===== src/rtl/mem_load_unit.sv =====
// Load sequencer: issues one word-aligned memory read and returns extended load data.
// Optional LOAD_ALIGN_CHECK_EN adds a misalign output and skips the read for misaligned accesses.
module mem_load_unit #(
  parameter int unsigned MEM_LATENCY = 1
) (
  input  logic        clk,
  input  logic        reset,
  input  logic        start,
  input  logic [31:0] addr,
  input  logic [1:0]  size,
  input  logic        sign_ext,
  output logic [31:0] mem_addr,
  output logic        mem_rd,
  input  logic [31:0] mem_data_in,
  output logic        busy,
  output logic        done,
`ifdef LOAD_ALIGN_CHECK_EN
  output logic [31:0] load_data,
  output logic        misalign
`else
  output logic [31:0] load_data
`endif
);

  localparam int unsigned CNT_W = 3;

  typedef enum logic [1:0] {
    S_IDLE = 2'd0,
    S_REQ  = 2'd1,
    S_WAIT = 2'd2,
    S_DONE = 2'd3
  } state_t;

  state_t             state;
  logic [CNT_W-1:0]   cnt;
  logic [1:0]         off_q;
  logic [1:0]         size_q;
  logic               sign_q;
  logic [31:0]        ext_c;

  // Lane select and extension of the returned word using the latched operands.
  always_comb begin
    logic [15:0] half_sel;
    logic [7:0]  byte_sel;
    half_sel = off_q[1] ? mem_data_in[31:16] : mem_data_in[15:0];
    case (off_q)
      2'd0:    byte_sel = mem_data_in[7:0];
      2'd1:    byte_sel = mem_data_in[15:8];
      2'd2:    byte_sel = mem_data_in[23:16];
      default: byte_sel = mem_data_in[31:24];
    endcase
    case (size_q)
      2'b01:   ext_c = {{16{sign_q & half_sel[15]}}, half_sel};
      2'b10:   ext_c = {{24{sign_q & byte_sel[7]}}, byte_sel};
      default: ext_c = mem_data_in;
    endcase
  end

`ifdef LOAD_ALIGN_CHECK_EN
  logic mis_c;
  always_comb begin
    mis_c = 1'b0;
    case (size)
      2'b01:   mis_c = addr[0];
      2'b10:   mis_c = 1'b0;
      default: mis_c = (addr[1:0] != 2'b00);
    endcase
  end
`endif

  always_ff @(posedge clk or negedge reset) begin
    if (!reset) begin
      state     <= S_IDLE;
      cnt       <= '0;
      off_q     <= 2'b00;
      size_q    <= 2'b00;
      sign_q    <= 1'b0;
      mem_addr  <= 32'h0;
      mem_rd    <= 1'b0;
      busy      <= 1'b0;
      done      <= 1'b0;
      load_data <= 32'h0;
`ifdef LOAD_ALIGN_CHECK_EN
      misalign  <= 1'b0;
`endif
    end else begin
      mem_rd <= 1'b0;
      done   <= 1'b0;
`ifdef LOAD_ALIGN_CHECK_EN
      misalign <= 1'b0;
`endif
      case (state)
        S_IDLE: begin
          if (start) begin
            off_q    <= addr[1:0];
            size_q   <= size;
            sign_q   <= sign_ext;
            mem_addr <= {addr[31:2], 2'b00};
            busy     <= 1'b1;
`ifdef LOAD_ALIGN_CHECK_EN
            if (mis_c) begin
              state    <= S_DONE;
              done     <= 1'b1;
              misalign <= 1'b1;
            end else begin
              state  <= S_REQ;
              mem_rd <= 1'b1;
            end
`else
            state  <= S_REQ;
            mem_rd <= 1'b1;
`endif
          end
        end
        S_REQ: begin
          cnt   <= CNT_W'(MEM_LATENCY - 1);
          state <= S_WAIT;
        end
        S_WAIT: begin
          if (cnt == '0) begin
            load_data <= ext_c;
            done      <= 1'b1;
            state     <= S_DONE;
          end else begin
            cnt <= cnt - 1'b1;
          end
        end
        default: begin
          busy  <= 1'b0;
          state <= S_IDLE;
        end
      endcase
    end
  end

endmodule


===== config.mk =====
export PLATFORM = sky130hd
export DESIGN_NAME = mem_load_unit
export DESIGN_NICKNAME = d
export VERILOG_FILES = /design/src/rtl/mem_load_unit.sv
export SDC_FILE = /design/constraint.sdc
export NUM_CORES = 1
export LEC_CHECK = 0
export ABC_AREA = 0
export CAP_MARGIN = 20
export CORE_UTILIZATION = 44
export CTS_CLUSTER_SIZE = 20
export DETAILED_ROUTE_END_ITERATION = 16
export PLACE_DENSITY = 0.85
export SYNTH_ARGS = -nofsm -noshare
export SYNTH_HDL_FRONTEND = slang
export SYNTH_SLANG_ARGS = --single-unit

===== constraint.sdc =====
create_clock -name clk -period 2.1 [get_ports clk]
set_input_delay 0.63 -clock clk [delete_from_list [all_inputs] [get_ports clk]]
set_output_delay 0.63 -clock clk [all_outputs]
set_load 0.02 [all_outputs]

==> results.yml <==
floorplan:
  io_pins: 137
  dieArea_um2: 8390
  start_util_pct: 45.7
  rows: 32
  die_h_um: 91.6
  die_w_um: 91.6
  coreArea_um2: 7730
clocking:
  cts_tree: "done"
  cts_root_buf: "clkbuf_8"
  clock_sinks: 75
  clk_latency_ns: 0.34
  post-cts-setup-buffers: 0
  hold_buffers: 0
  cts-buffers-inserted: 9
  cts_resized: 0
  cts_buffer_depth: 2
  htree_levels: 3
  clkTransAtPathRegs_ns: 0.08
cells_and_area:
  area_growth_pct: 45.1
  diodes: 0
  layout-drive-gt1-share_pct: 14.6
  finalNetCount: 531
  post-route-util_pct: 66.3
  design_area_um2: 5130
logic_synthesis:
  synth.most_common_cell: "dfrtp_1"
  synthTopCellsByArea: "dfrtp_1 53%, mux2_2 13%, nand3_1 5.5%"
  ys_types: 36
  syn-cell-area_um2: 3530
  synth_ff_type: "dfrtp_1"
  syn_avg_cell_area_um2: 10.9
  yosysSeqAreaShare_pct: 53.1
  syn_inst: 325
  ys_async_sr_fraction_pct: 100
  synth_edf_count: 0
  synth_commonest_cells: "75 x dfrtp_1, 40 x mux2_2, 39 x nand3_1, 34 x nand2_1, 17 x inv_1"
  ys_seq_elements: 75
  synth_top_cell_by_area: "dfrtp_1"
  yosysTopAreaCellShare_pct: 53.1
  ys_warn_count: 0
routing:
  drc_errors: 0
  drt-pass1-iter-count: 7
  wl_mm: 9.32
  vias: 3003
  drt-initial-drc-count: 145
  wl_per_cell_um: 16.6
  ant_nets: 0
  vias_per_cell: 5.36
critical_path:
  critPathMaxStageDelay_ns: 0.62
  crit_buf_inv: 1
  r2r_setup_slack_ns: 0.25
  cp_data_required_time_ns: 1.47
  crit_chain: "clkdlybuf4s50_1"
  cp-start-kind: "register"
  crit_type: "reg -> out"
  r2r-start: "cnt[0]"
  arrival_ns: 1.35
  cp_slowest_cell: "clkdlybuf4s50_1"
  crit_family: "buffers and inverters"
  reg2reg_to: "load_data[6]"
  reg2reg_depth: 7
  worstSetupEndpointType: "output port"
  path_max_fanout: 2
sta:
  rsz0062_at_grt: "no"
  period_share_pct: 94.1
  final_max_slew_viol_count: 0
  setup_viol: 0
  finalCriticalPeriod_ns: 1.98
  clock.fmax_mhz: 506
  setup_tns_ns: 0
  finClkSkew_ns: 0.00735
  hold_viol_final: 0
  slew_headroom_pct: 64.7
  worst_pin_slew_ns: 0.529
power_and_ir_drop:
  power_density_nw_per_um2: 1580
  p_total_mw: 8.07
  power.leakage_nw: 2.20
  max-vdd-ir-drop_mv: 0.818
placed_design:
  place_area_um2: 4960
  hpwl_mm: 6.58
  globalplace.congestion: 0.874
  io_buffers: 134
hold_path:
  hp-class: "in -> async"
global_route:
  grt_pass1_wl_mm: 14.9
  antenna_found_initial: 0
  track_usage_pct: 23.2
  grt_pass1_vias: 3030
  grt_max_degree: 39
  grt.overflow.total: 0
run:
  max-cap-violations: 0
run_status:
  status: "finished clean"
worst max path at each step:
| stage | from | end | slack (ns) | cells past startpoint |
|---|---|---|---|---|
| after floorplan | cnt[0] | load_data[6] | 0.48 | 8 |
| after global placement | mem_data_in[23] | load_data[10] | -0.05 | 5 |
| after detailed placement | mem_data_in[23] | load_data[15] | -0.15 | 5 |
| after CTS | mem_addr[10] | mem_addr[10] | 0.11 | 1 |
| after global routing | mem_addr[10] | mem_addr[10] | 0.08 | 1 |
| final | load_data[31] | load_data[31] | 0.12 | 1 |
registers in the layout, indices dropped and copies added (netlist names), 2 cells and up:
| signal | cells |
|---|---|
| load_data | 32 |
| size_q | 2 |
| off_q | 2 |
| cnt | 3 |
| mem_addr | 30 |
| state | 2 |
per-layer routing:
| layer | vias up | routed length [um] | global-route usage [%] |
|---|---|---|---|
| met5 | - | 0 | 0 |
| met4 | 0 | 184 | 10.7 |
| met3 | 18 | 894 | 7.20 |
| met2 | 147 | 4430 | 37.7 |
| met1 | 1447 | 3810 | 28.0 |
| li1 | 1391 | - | - |
placed cells by master (no fill, tap or decap):
cell and n:
and4b_1 1, o22ai_1 8, o21a_1 1, a211oi_1 9
o211ai_1 1, nor2b_2 1, nor2b_1 1, a311oi_4 1
ha_1 6, mux2_2 40, a211oi_2 1, o21ai_0 14
mux2i_1 3, nor2_1 14, clkinv_2 3, nand2b_1 3
inv_1 17, a22o_1 8, conb_1 2, dfrtp_1 75
buf_4 5, nand2_1 34, inv_2 1, nand4b_1 1
nand3b_1 1, o22a_1 1, nand3_1 39, o21ai_4 1
and2_1 1, buf_12 3, a21oi_1 8, nor4b_1 1
clkbuf_8 11, a311oi_1 1, nor3b_1 8, clkdlybuf4s50_1 133
metrics by stage:
stage / std cells / hold WS (ns) / setup slack, ns
global placement: 546 / 0.474 / -0.0545
detailed placement: 546 / 0.481 / -0.155
CTS: 560 / 0.260 / 0.112
floorplan: 326 / 0.334 / 0.484
finish: 560 / 0.256 / 0.124
global route: 560 / 0.279 / 0.0832
final cells by class:
class | instances | area (um2)
Fill cell | 621 | 2600
Sequential cell | 75 | 1880
Multi-Input combinational cell | 210 | 1460
Timing Repair Buffer | 141 | 1430
Clock buffer | 11 | 151
Tap cell | 102 | 128
Inverter | 18 | 67.6
Clock inverter | 3 | 15.0
kinds of logic (layout without fill, tap and decap cells):
family                     Yosys count  count (layout)  share of synthesized area (%)
and+or+nand+nor                    105             105                           14.5
other                                1               2                          0.106
muxes                               43              43                           13.6
AOI/OAI and AO/OA                   54              54                           10.9
buffers and inverters               41             173                           5.67
adders and majority gates            6               6                           2.13
DFF                                 75              75                           53.1
where the power goes:
group	leakage, nW	internal [mW]	switching [mW]
logic	1.19	2.16	2.38
registers	0.915	2.12	0.402
clock network	0.0908	0.475	0.526
total	2.20	4.76	3.31
Note: power is estimated with default switching activity, not from simulation.
==> RTL edit: new RTL, same flow settings <==
Register the output `mem_addr` once more, cleared by the reset; this adds one clock of latency there. The other outputs are not delayed to match.
--- a/src/rtl/mem_load_unit.sv
+++ b/src/rtl/mem_load_unit.sv
@@ -32,2 +32,4 @@
   } state_t;
+
+  logic [31:0] mem_addr_s0;
 
@@ -77,3 +79,3 @@
       sign_q    <= 1'b0;
-      mem_addr  <= 32'h0;
+      mem_addr_s0 <= 32'h0;
       mem_rd    <= 1'b0;
@@ -97,3 +99,3 @@
             sign_q   <= sign_ext;
-            mem_addr <= {addr[31:2], 2'b00};
+            mem_addr_s0 <= {addr[31:2], 2'b00};
             busy     <= 1'b1;
@@ -135,2 +137,10 @@
 
+  always_ff @(posedge clk or negedge reset) begin
+    if (!reset) begin
+      mem_addr <= '0;
+    end else begin
+      mem_addr <= mem_addr_s0;
+    end
+  end
+
 endmodule
Behaviour: not the same (a bounded check fails within 4 cycles, from zero or initial values and one cycle with reset low).
==> RTL edit against the unedited design <==
- critical path depth unchanged
- clock power increased by 18%
- setup slack got worse by 17 ps
- wire length rose by 3.9%
- utilization is 2.7 points lower
- combinational power increased by 2%
- area after synthesis rose by 18%
- final area up 14%
- power increased by 15%
- sequential cell count rose by 30
- maximum frequency shrank 0.85%
- critical path type unchanged
- critical endpoint is now load_data[14]
==> RTL edit: results (changes against the unedited design) <==
| Metric | Value |
|---|---|
| Outcome | complete, no violations |
| HPWL Detailed | 7182 um (+9.1%) |
| Worst Skew | 12.17 ps (+4.823 ps) |
| Internal power | 5.668 mW (+19%) |
| Critical Path Start | load_data[14] |
| Initial drt markers | 97 (-33%) |
| Share of the yosys chip area belonging to registers | 63.01% (+9.9 points) |
| First-pass DRT Iterations | 4 (-3) |
| Proportion of layout cells with a drive suffix above 1 | 14.91% (+0.28 points) |
| Fmax | 501.8 MHz (-0.85%) |
| Fin nets | 554 (+4.3%) |
| Largest net degree at the start of global routing | 58 (+49%) |
| Peak VDD IR | 0.0008175 V (about the same) |
| Reg-to-Reg Start | size_q[0] |
| Synth top area cells | dfrtp_1 (63%), mux2_2 (11%), nand3_1 (4.0%), nand3b_1 (3.1%), a21oi_1 (2.9%) |
| Number of global-route vias before repair | 3307 (+9.1%) |
| Synth cell types | 29 (-19%) |
| Reg-to-Reg End | load_data[3] |
| CTS clk-pin slew, worst paths | 110 ps (+30 ps) |
| FF-to-FF setup slack | 300 ps (+50 ps) |
| Tot GR Track Use | 20.95% (-2.2 points) |
| Post-synth top cells | dfrtp_1 (105), mux2_2 (41), nand3_1 (33) |
| Placed instance area | 0.005670 mm2 (+14%) |
| Gpl congestion | 0.7827 (-10%) |
| Critical Path Sink | load_data[14] |
## RTL edit: metrics by stage
step / instances / hold slack, ps
after floorplan: 341 / 334.4
after global placement: 578 / 353.5
after detailed placement: 578 / 356.7
after CTS: 594 / 200.8
after global routing: 594 / 211.7
final: 594 / 195.3
## RTL edit: power groups by stage
stage | clock [mW] | sequential, mW | combinational [mW]
2_1_floorplan | 0 | 4.15 | 1.94
3_5_place_dp | 0 | 3.53 | 4.64
3_3_place_gp | 0 | 3.47 | 4.51
5_1_grt | 1.29 | 3.59 | 5.03
6_report | 1.18 | 3.48 | 4.63
4_1_cts | 1.21 | 3.49 | 4.67
## RTL edit: layout make-up
cell class	count	area, um2
multi-input combinational	204	1398
clock inverter	6	57.56
fill	721	3341
timing repair buffer	148	1469
tap	111	138.9
sequential	105	2628
inverter	10	37.54
clock buffer	10	127.6
## RTL edit: worst min path at each step
stage,from,endpoint,slack (ps),cells after the start
after CTS,reset,mem_addr[2],200,1
after detailed placement,mem_addr_s0[23],mem_addr[23],360,0
final,reset,mem_addr[2],200,1
after global placement,mem_addr_s0[4],mem_addr[4],350,0
after floorplan,reset,busy,330,0
after global routing,reset,mem_addr_s0[2],210,1
## RTL edit: cell families (layout without fill, tap and decap cells)
group | count (synthesis) | count (layout) | share of synthesized area [%]
AOI/OAI and AO/OA | 59 | 59 | 8.251
buffers and inverters | 32 | 174 | 3.570
DFF | 105 | 105 | 63.01
and+or+nand+nor | 94 | 94 | 11.61
adders and majority gates | 6 | 6 | 1.800
muxes | 43 | 43 | 11.67
other | 1 | 2 | 0.08992
## RTL edit: metal layers
layer | GRT usage (%) | part of all wire (%)
met5 | 0 | 0
met4 | 6.222 | 1.3
met3 | 7.871 | 10
met2 | 34.03 | 47
met1 | 26.25 | 42
